$ cat src/rtl/ptor_pkg.sv
// rtl/ptor_pkg.sv - shared state type and parameter defaults for ptor_arbiter
package ptor_pkg;

  localparam int DW_DEF      = 8;
  localparam int TIMEOUT_DEF = 64;

  typedef enum logic [1:0] {
    S_IDLE,
    S_START,
    S_WAIT,
    S_RESP
  } state_t;

endpackage

$ cat src/rtl/rr_arb2.sv
// rtl/rr_arb2.sv - two-way round-robin picker
// A lone request wins outright; on a tie the requester not served last wins.
module rr_arb2 (
  input  logic req0,
  input  logic req1,
  input  logic last,
  output logic winner
);

  assign winner = req1 & (~req0 | ~last);

endmodule

$ cat src/rtl/ptor_arbiter.sv
// rtl/ptor_arbiter.sv - two-requester front end for a shared polar-to-rect converter
// Round-robin grant, one conversion in flight, bounded wait with timeout error.
module ptor_arbiter
  import ptor_pkg::*;
#(
  parameter int DW      = DW_DEF,
  parameter int TIMEOUT = TIMEOUT_DEF
) (
  input  logic          CLK,
  input  logic          RST,
  input  logic          req0,
  input  logic          req1,
  input  logic [DW-1:0] A0,
  input  logic [DW-1:0] A1,
  input  logic [DW-1:0] Ang0,
  input  logic [DW-1:0] Ang1,
  output logic          gnt0,
  output logic          gnt1,
  output logic          done0,
  output logic          done1,
  output logic [DW-1:0] x_out,
  output logic [DW-1:0] y_out,
  output logic          err,
  output logic          busy,
  output logic          conv_start,
  output logic [DW-1:0] conv_A,
  output logic [DW-1:0] conv_Angle,
  input  logic          conv_done,
  input  logic [DW-1:0] conv_x,
  input  logic [DW-1:0] conv_y
);

  localparam logic [7:0] CNT_LAST = 8'(TIMEOUT - 1);

  state_t     state, state_nxt;
  logic [7:0] cnt;
  logic       last;
  logic       served;
  logic       win;
  logic       any_req;

  assign any_req = req0 | req1;

  rr_arb2 u_rr (
    .req0   (req0),
    .req1   (req1),
    .last   (last),
    .winner (win)
  );

  always_ff @(posedge CLK) begin
    if (!RST) state <= S_IDLE;
    else      state <= state_nxt;
  end

  always_comb begin
    state_nxt = state;
    case (state)
      S_IDLE:  if (any_req) state_nxt = S_START;
      S_START: state_nxt = S_WAIT;
      S_WAIT:  if (conv_done || cnt == CNT_LAST) state_nxt = S_RESP;
      S_RESP:  state_nxt = S_IDLE;
      default: state_nxt = S_IDLE;
    endcase
  end

  // last resets to 1 so requester 0 takes the first tie
  always_ff @(posedge CLK) begin
    if (!RST) begin
      cnt        <= '0;
      last       <= 1'b1;
      served     <= 1'b0;
      conv_A     <= '0;
      conv_Angle <= '0;
      x_out      <= '0;
      y_out      <= '0;
      err        <= 1'b0;
    end else begin
      case (state)
        S_IDLE: begin
          if (any_req) begin
            served     <= win;
            conv_A     <= win ? A1 : A0;
            conv_Angle <= win ? Ang1 : Ang0;
          end
        end
        S_START: cnt <= '0;
        S_WAIT: begin
          if (conv_done) begin
            x_out <= conv_x;
            y_out <= conv_y;
            err   <= 1'b0;
          end else if (cnt == CNT_LAST) begin
            x_out <= '0;
            y_out <= '0;
            err   <= 1'b1;
          end else begin
            cnt <= cnt + 8'd1;
          end
        end
        S_RESP: last <= served;
        default: ;
      endcase
    end
  end

  assign busy       = (state != S_IDLE);
  assign conv_start = (state == S_START);
  assign gnt0       = (state == S_START) && !served;
  assign gnt1       = (state == S_START) &&  served;
  assign done0      = (state == S_RESP)  && !served;
  assign done1      = (state == S_RESP)  &&  served;

endmodule

$ cat config.mk
export PLATFORM = sky130hd
export DESIGN_NAME = ptor_arbiter
export DESIGN_NICKNAME = d
export VERILOG_FILES = /design/src/rtl/ptor_pkg.sv /design/src/rtl/rr_arb2.sv /design/src/rtl/ptor_arbiter.sv
export SDC_FILE = /design/constraint.sdc
export NUM_CORES = 1
export LEC_CHECK = 0
export CORE_MARGIN = 2
export CORE_UTILIZATION = 40
export DETAILED_ROUTE_END_ITERATION = 10
export PLACE_DENSITY = 0.8
export SYNTH_ARGS = -nofsm -noshare
export SYNTH_HDL_FRONTEND = slang
export SYNTH_SLANG_ARGS = --single-unit
export TNS_END_PERCENT = 1
$ cat constraint.sdc
create_clock -name CLK -period 2 [get_ports CLK]
set_input_delay 0.6 -clock CLK [delete_from_list [all_inputs] [get_ports CLK]]
set_output_delay 0.6 -clock CLK [all_outputs]
set_load 0.02 [all_outputs]
Yosys cells after proc, flatten, opt, wreduce, memory -nomap -nowiden
Index checks and enable logic that the tools add are counted.
- register bits after elaboration: 45
- output and inout bits: 39
- input port bits: 53
- multiplexer cells: 13
- equal/unequal tests: 8
- add/sub/neg operators: 1
- bitwise logic cells: 5
- reduce and logical (&&, ||, !) cells: 14
- operator list (kind ; count):
    8-bit two-way mux ; 7
    8-bit one-hot mux with 2 select lines ; 1
    8-bit by 1-bit adder with 8-bit output (second input constant) ; 1
    8-bit by 6-bit equality test with 1-bit output (second input constant) ; 1
    2-bit != test (second input constant) ; 4
    2-bit one-hot mux with 4 select lines ; 1
    2-bit AND reduction ; 3
    2-bit nonzero test ; 3
    2-bit equality test (second input constant) ; 2
    1-bit logical AND ; 4
    2-bit two-way mux ; 2
    3-bit AND reduction ; 1
    2-bit by 1-bit equality test with 1-bit output (second input constant) ; 1
    2-bit logical NOT ; 1
    1-bit two-way mux ; 2
    1-bit inverter ; 2
    1-bit OR ; 2
    1-bit AND ; 1
    1-bit logical NOT ; 1
    1-bit logical OR ; 1

Logic depth before layout (Yosys ltp)
- depth in word-level cells: 4
- gate-level depth with buffers: 7

By module
Synthesis repeated with hierarchy kept, for this count alone.
- cell total of the unflattened synthesis: 197
- area total of the unflattened synthesis: 1948.1 um2
- modules (own cells, without submodules) (module ; times used ; cells an instance ; seq. area each (um2) ; area each (um2)):
    ptor_arbiter ; 1 ; 196 ; 900.9 ; 1936.9
    rr_arb2 ; 1 ; 1 ; 0.0 ; 11.3

Least setup slack after synthesis
Ideal clock, no wire load.
- kind: register -> output
- start point: register state[1]
- end point: output gnt0
- required time: 1400 ps
- path buffers: 0
- setup slack: 365 ps
- stages on the path, launching flop included: 4
- arrival time: 1035 ps
- cell sequence: dfxtp_1 inv_1 ha_1 nor2b_1
- longest elaborated chain between the ends: 2
- RTL lines (element ; RTL line ; RTL):
    start: declaration ; ptor_arbiter.sv:35 ; state_t state, state_nxt;
    start signal: assignment ; ptor_arbiter.sv:53 ; else state <= state_nxt;
    2-bit by 1-bit equality test with 1-bit output ; n/a ;
    net conv_start ; ptor_arbiter.sv:25 ; output logic conv_start,
    1-bit logical AND ; ptor_arbiter.sv:109 ; assign gnt0 = (state == S_START) && !served;
    end: declaration ; ptor_arbiter.sv:17 ; output logic gnt0,
The timed path passes the listed nets, and every way through them passes these cells.

Final worst setup path
- start point: register state[0]
- end point: output done1
- longest elaborated chain between the ends: 2
- RTL lines (element ; RTL line ; RTL):
    2-bit equality test ; ptor_arbiter.sv:112 ; assign done1 = (state == S_RESP) && served;
    1-bit logical AND ; ptor_arbiter.sv:112 ;
    end: declaration ; ptor_arbiter.sv:20 ; output logic done1,
No other way between the ends.

==> summary.md <==
| Metric | Value |
|---|---|
| Crit path DAT | 1.33 ns |
| HPWL after DPL | 3670 µm |
| Minimum clock period | 1.93 ns |
| Synth Register Bits | 45 |
| Element type at the critical path start | flop |
| Final Wtd Congestion | 0.799 |
| DRT Pass-1 Iters | 5 |
| Final setup vio count | 0 |
| Max_cap viols | 0 |
| First-pass GRT wire length | 7420 µm |
| Final hold slack | 0.486 ns |
| Total global routing overflow | 0 |
| Largest net degree at the start of global routing | 33 |
| Mapped Nets | 260 |
| Initial DRC Count | 45 |
| Total negative slack | 0 ns |
| Vias in the first global route | 1619 |
| Status | finished, final reports clean |
| Drt wl/cell | 13.4 µm |
| Synth top area cells | dfxtp_1 (45%), mux2i_1 (8.5%), a22o_2 (8.0%), a211oi_1 (6.7%), nor2_1 (3.7%) |
| Inserted Clock Buffers | 5 |
| Synth cell types | 41 |
| Setup Buffers After CTS | 0 |
| Worst Max-Slew Pin Slew | 0.569 ns |
| IO Pins | 92 |
| Most used flip-flop cell after synthesis | dfxtp_1 |
| VDD IR max | 0.751 mV |
| Leakage | 1.20 nW |
| WS Path Type | reg -> out |
| Worst slew margin | 62.1% |
| Critical Path Sink Type | output port |
| Area share of the largest cell type after synthesis | 44.7% |
| Filler cells | 403 |
| Synth Area in XOR/XNOR | 0% |
| Cell count after synthesis | 202 |
| Syn Area/Cell | 9.97 µm² |
| Via/cell ratio | 5.10 |
| Main combinational cell family by area after synthesis | compound AO/OA/AOI/OAI gates |
| Starting utilization of the core area | 42.1% |
| Initial antenna violation count | 0 |
| R2r startpoint | cnt[0]$_SDFFE_PN0P_ |
| Area grow syn2layout | 55.6% |
| Post-synthesis cell area | 2010 µm² |
| R2R Path End | x_out[4]$_SDFFE_PN0P_ |
| Routed WL | 4880 µm |
| Adder-cell share of the synthesized area | 3.11% |
| Fin crit share | 96.4% |
| Multi-input logic area | 1020 µm² |
| Root Driver | clkbuf_8 |
| Final Hold Vio Count | 0 |
| Post-CTS Hold Fix Bufs | 0 |
| Final Max Slew Viols | 0 |
| Register area share after synthesis | 44.7% |
| Critical path origin | state[0]$_SDFFE_PN0P_ |
| GRT Total Usage | 17.0% |
| CTS H-tree depth | 2 |
| Die width | 74.9 µm |
| Cell type with the largest total area after synthesis | dfxtp_1 |
| Post-Synth Simple-Gate Area | 13.1% |
| Number of synthesis warnings | 0 |
| Full die area | 5620 µm² |
| CTS max path bufs | 2 |
| Req. time, crit path | 1.40 ns |
| # clock sinks | 45 |
| PwrDens | 1100 nW/µm² |
| Final #Nets | 354 |
| Port Buffer Count | 91 |
| Compound-gate portion of the synthesized area | 25.7% |
| Clk_lat worst skew | 0.29 ns |
| Post-route clock skew | 0.00494 ns |
| Vias post-DR | 1855 |
| Register area | 902 µm² |
| TritonCTS clock tree | done |
| Worst Path Max Fanout | 4 |
| Share of layout cells above drive strength 1 | 15.5% |
| Residual DRC count | 0 |
| CTS clock-pin slew for the worst setup and hold paths | 0.09 ns |
| Row count | 25 |
| RSZ-0062 raised after global routing | false |
| Mux contribution to synthesized area | 8.45% |
| CP endpoint | done1 |
| Core outline area | 4790 µm² |
| Upper clock frequency limit | 0.519 GHz |
| Worst Reg-to-Reg Cells | 5 |
| Type of the worst min-delay path | reg -> reg |
| Worst R2R Setup Slack | 0.16 ns |
| Antenna-violating nets left | 0 |
| Total inserted antenna cells | 0 |
| Die Y-Extent | 74.9 µm |
| Post-synth EDFFs | 0 |
| Async S/R FF share, synth | 0% |
-- cell families (layout without fill, tap and decap cells) --
family	Yosys count	count (layout)
and+or+nand+nor	53	53
buffers and inverters	20	115
muxes	17	17
AOI/OAI and AO/OA	62	62
adders and majority gates	5	5
DFF	45	45
-- cells in the mapped netlist (all sizes together), types with 2 or more instances --
cell,number
dfxtp,45
nor2,20
a211oi,18
mux2i,17
a22o,16
nand2,12
buf,8
a21oi,6
clkbuf,6
inv,6
ha,5
nand3,5
a21boi,3
and2,3
o21ai,3
a31oi,2
and3,2
nand4,2
nor2b,2
nor4,2
o21a,2
o22ai,2
-- per-layer routing --
metal / vias to the layer above / global-route usage (%) / share of wire [%]
met3: 5 / 4.42 / 7.7
met5: - / 0 / 0
met4: 0 / 5.36 / 1.1
met1: 836 / 23.0 / 47
li1: 936 / - / -
met2: 78 / 26.8 / 44
-- power breakdown --
| part | switching [W] | internal (W) |
|---|---|---|
| logic | 0.000829 | 0.000753 |
| clock network | 0.000309 | 0.000374 |
| registers | 0.000106 | 0.00109 |
| total | 0.00124 | 0.00221 |
-- worst max-delay path, cell delays in order, from the launching register on --
cell	delay [ns]
dfxtp_1	0.38
ha_1	0.18
and2_1	0.15
dlygate4sd2_1	0.34
-- through the flow --
stage | setup WS (ns) | cell area [µm²] | instances | total power (W) | util, %
4_1_cts | 0.00841 | 3150 | 364 | 0.00350 | 65.8
6_report | 0.0725 | 3130 | 364 | 0.00346 | 65.4
3_3_place_gp | -0.0681 | 3040 | 356 | 0.00282 | 63.5
2_1_floorplan | 0.365 | 2010 | 202 | 0.00211 | -
3_5_place_dp | -0.110 | 3040 | 356 | 0.00284 | 63.5
5_1_grt | 0.00289 | 3130 | 364 | 0.00367 | 65.4
-- worst min path at each step --
| stage | start | end | depth (start not counted) |
|---|---|---|---|
| floorplan | last$_SDFFE_PN1N_ | last$_SDFFE_PN1N_ | 1 |
| global placement | y_out[2]$_SDFFE_PN0P_ | y_out[2]$_SDFFE_PN0P_ | 1 |
| detailed placement | x_out[6]$_SDFFE_PN0P_ | x_out[6]$_SDFFE_PN0P_ | 1 |
| CTS | x_out[7]$_SDFFE_PN0P_ | x_out[7]$_SDFFE_PN0P_ | 1 |
| global route | x_out[7]$_SDFFE_PN0P_ | x_out[7]$_SDFFE_PN0P_ | 1 |
| finish | x_out[6]$_SDFFE_PN0P_ | x_out[6]$_SDFFE_PN0P_ | 1 |
-- what timing repair did --
item,in CTS,in global routing
cloned,0,0
resized for setup,7,8
hold endpoints to repair,0,0
setup endpoints to repair,6,4
pin swaps,0,0
-- cell type report --
class	instances	share of cell area [%]
Clock buffer	5	2.20
Clock inverter	3	1.48
Inverter	6	0.719
Multi-Input combinational cell	137	32.6
Sequential cell	45	28.8
Tap cell	67	2.68
Timing Repair Buffer	101	31.6
-- layout by cell type, fill, tap and decap left out, types with 2 or more instances in the layout --
| cell type | n |
|---|---|
| a21boi_0 | 2 |
| inv_1 | 6 |
| clkbuf_8 | 5 |
| nor2_1 | 19 |
| o21ai_0 | 3 |
| dlygate4sd2_1 | 2 |
| ha_1 | 5 |
| a21oi_1 | 5 |
| nand3_1 | 5 |
| mux2i_1 | 17 |
| nand4_1 | 2 |
| buf_12 | 2 |
| clkdlybuf4s50_1 | 85 |
| dfxtp_1 | 44 |
| nor4_1 | 2 |
| buf_4 | 8 |
| o22ai_1 | 2 |
| nand2_1 | 12 |
| and3_1 | 2 |
| a211oi_1 | 18 |
| nor2b_1 | 2 |
| o21a_1 | 2 |
| clkbuf_2 | 4 |
| a22o_2 | 16 |
| and2_1 | 3 |
| a31oi_1 | 2 |
-- state kept, by name (all words and copies together) (netlist names) --
name	flops
served	1
conv_A	8
state	2
err	1
y_out	8
conv_Angle	8
x_out	8
last	1
cnt	8
Note: power is estimated with default switching activity, not from simulation.
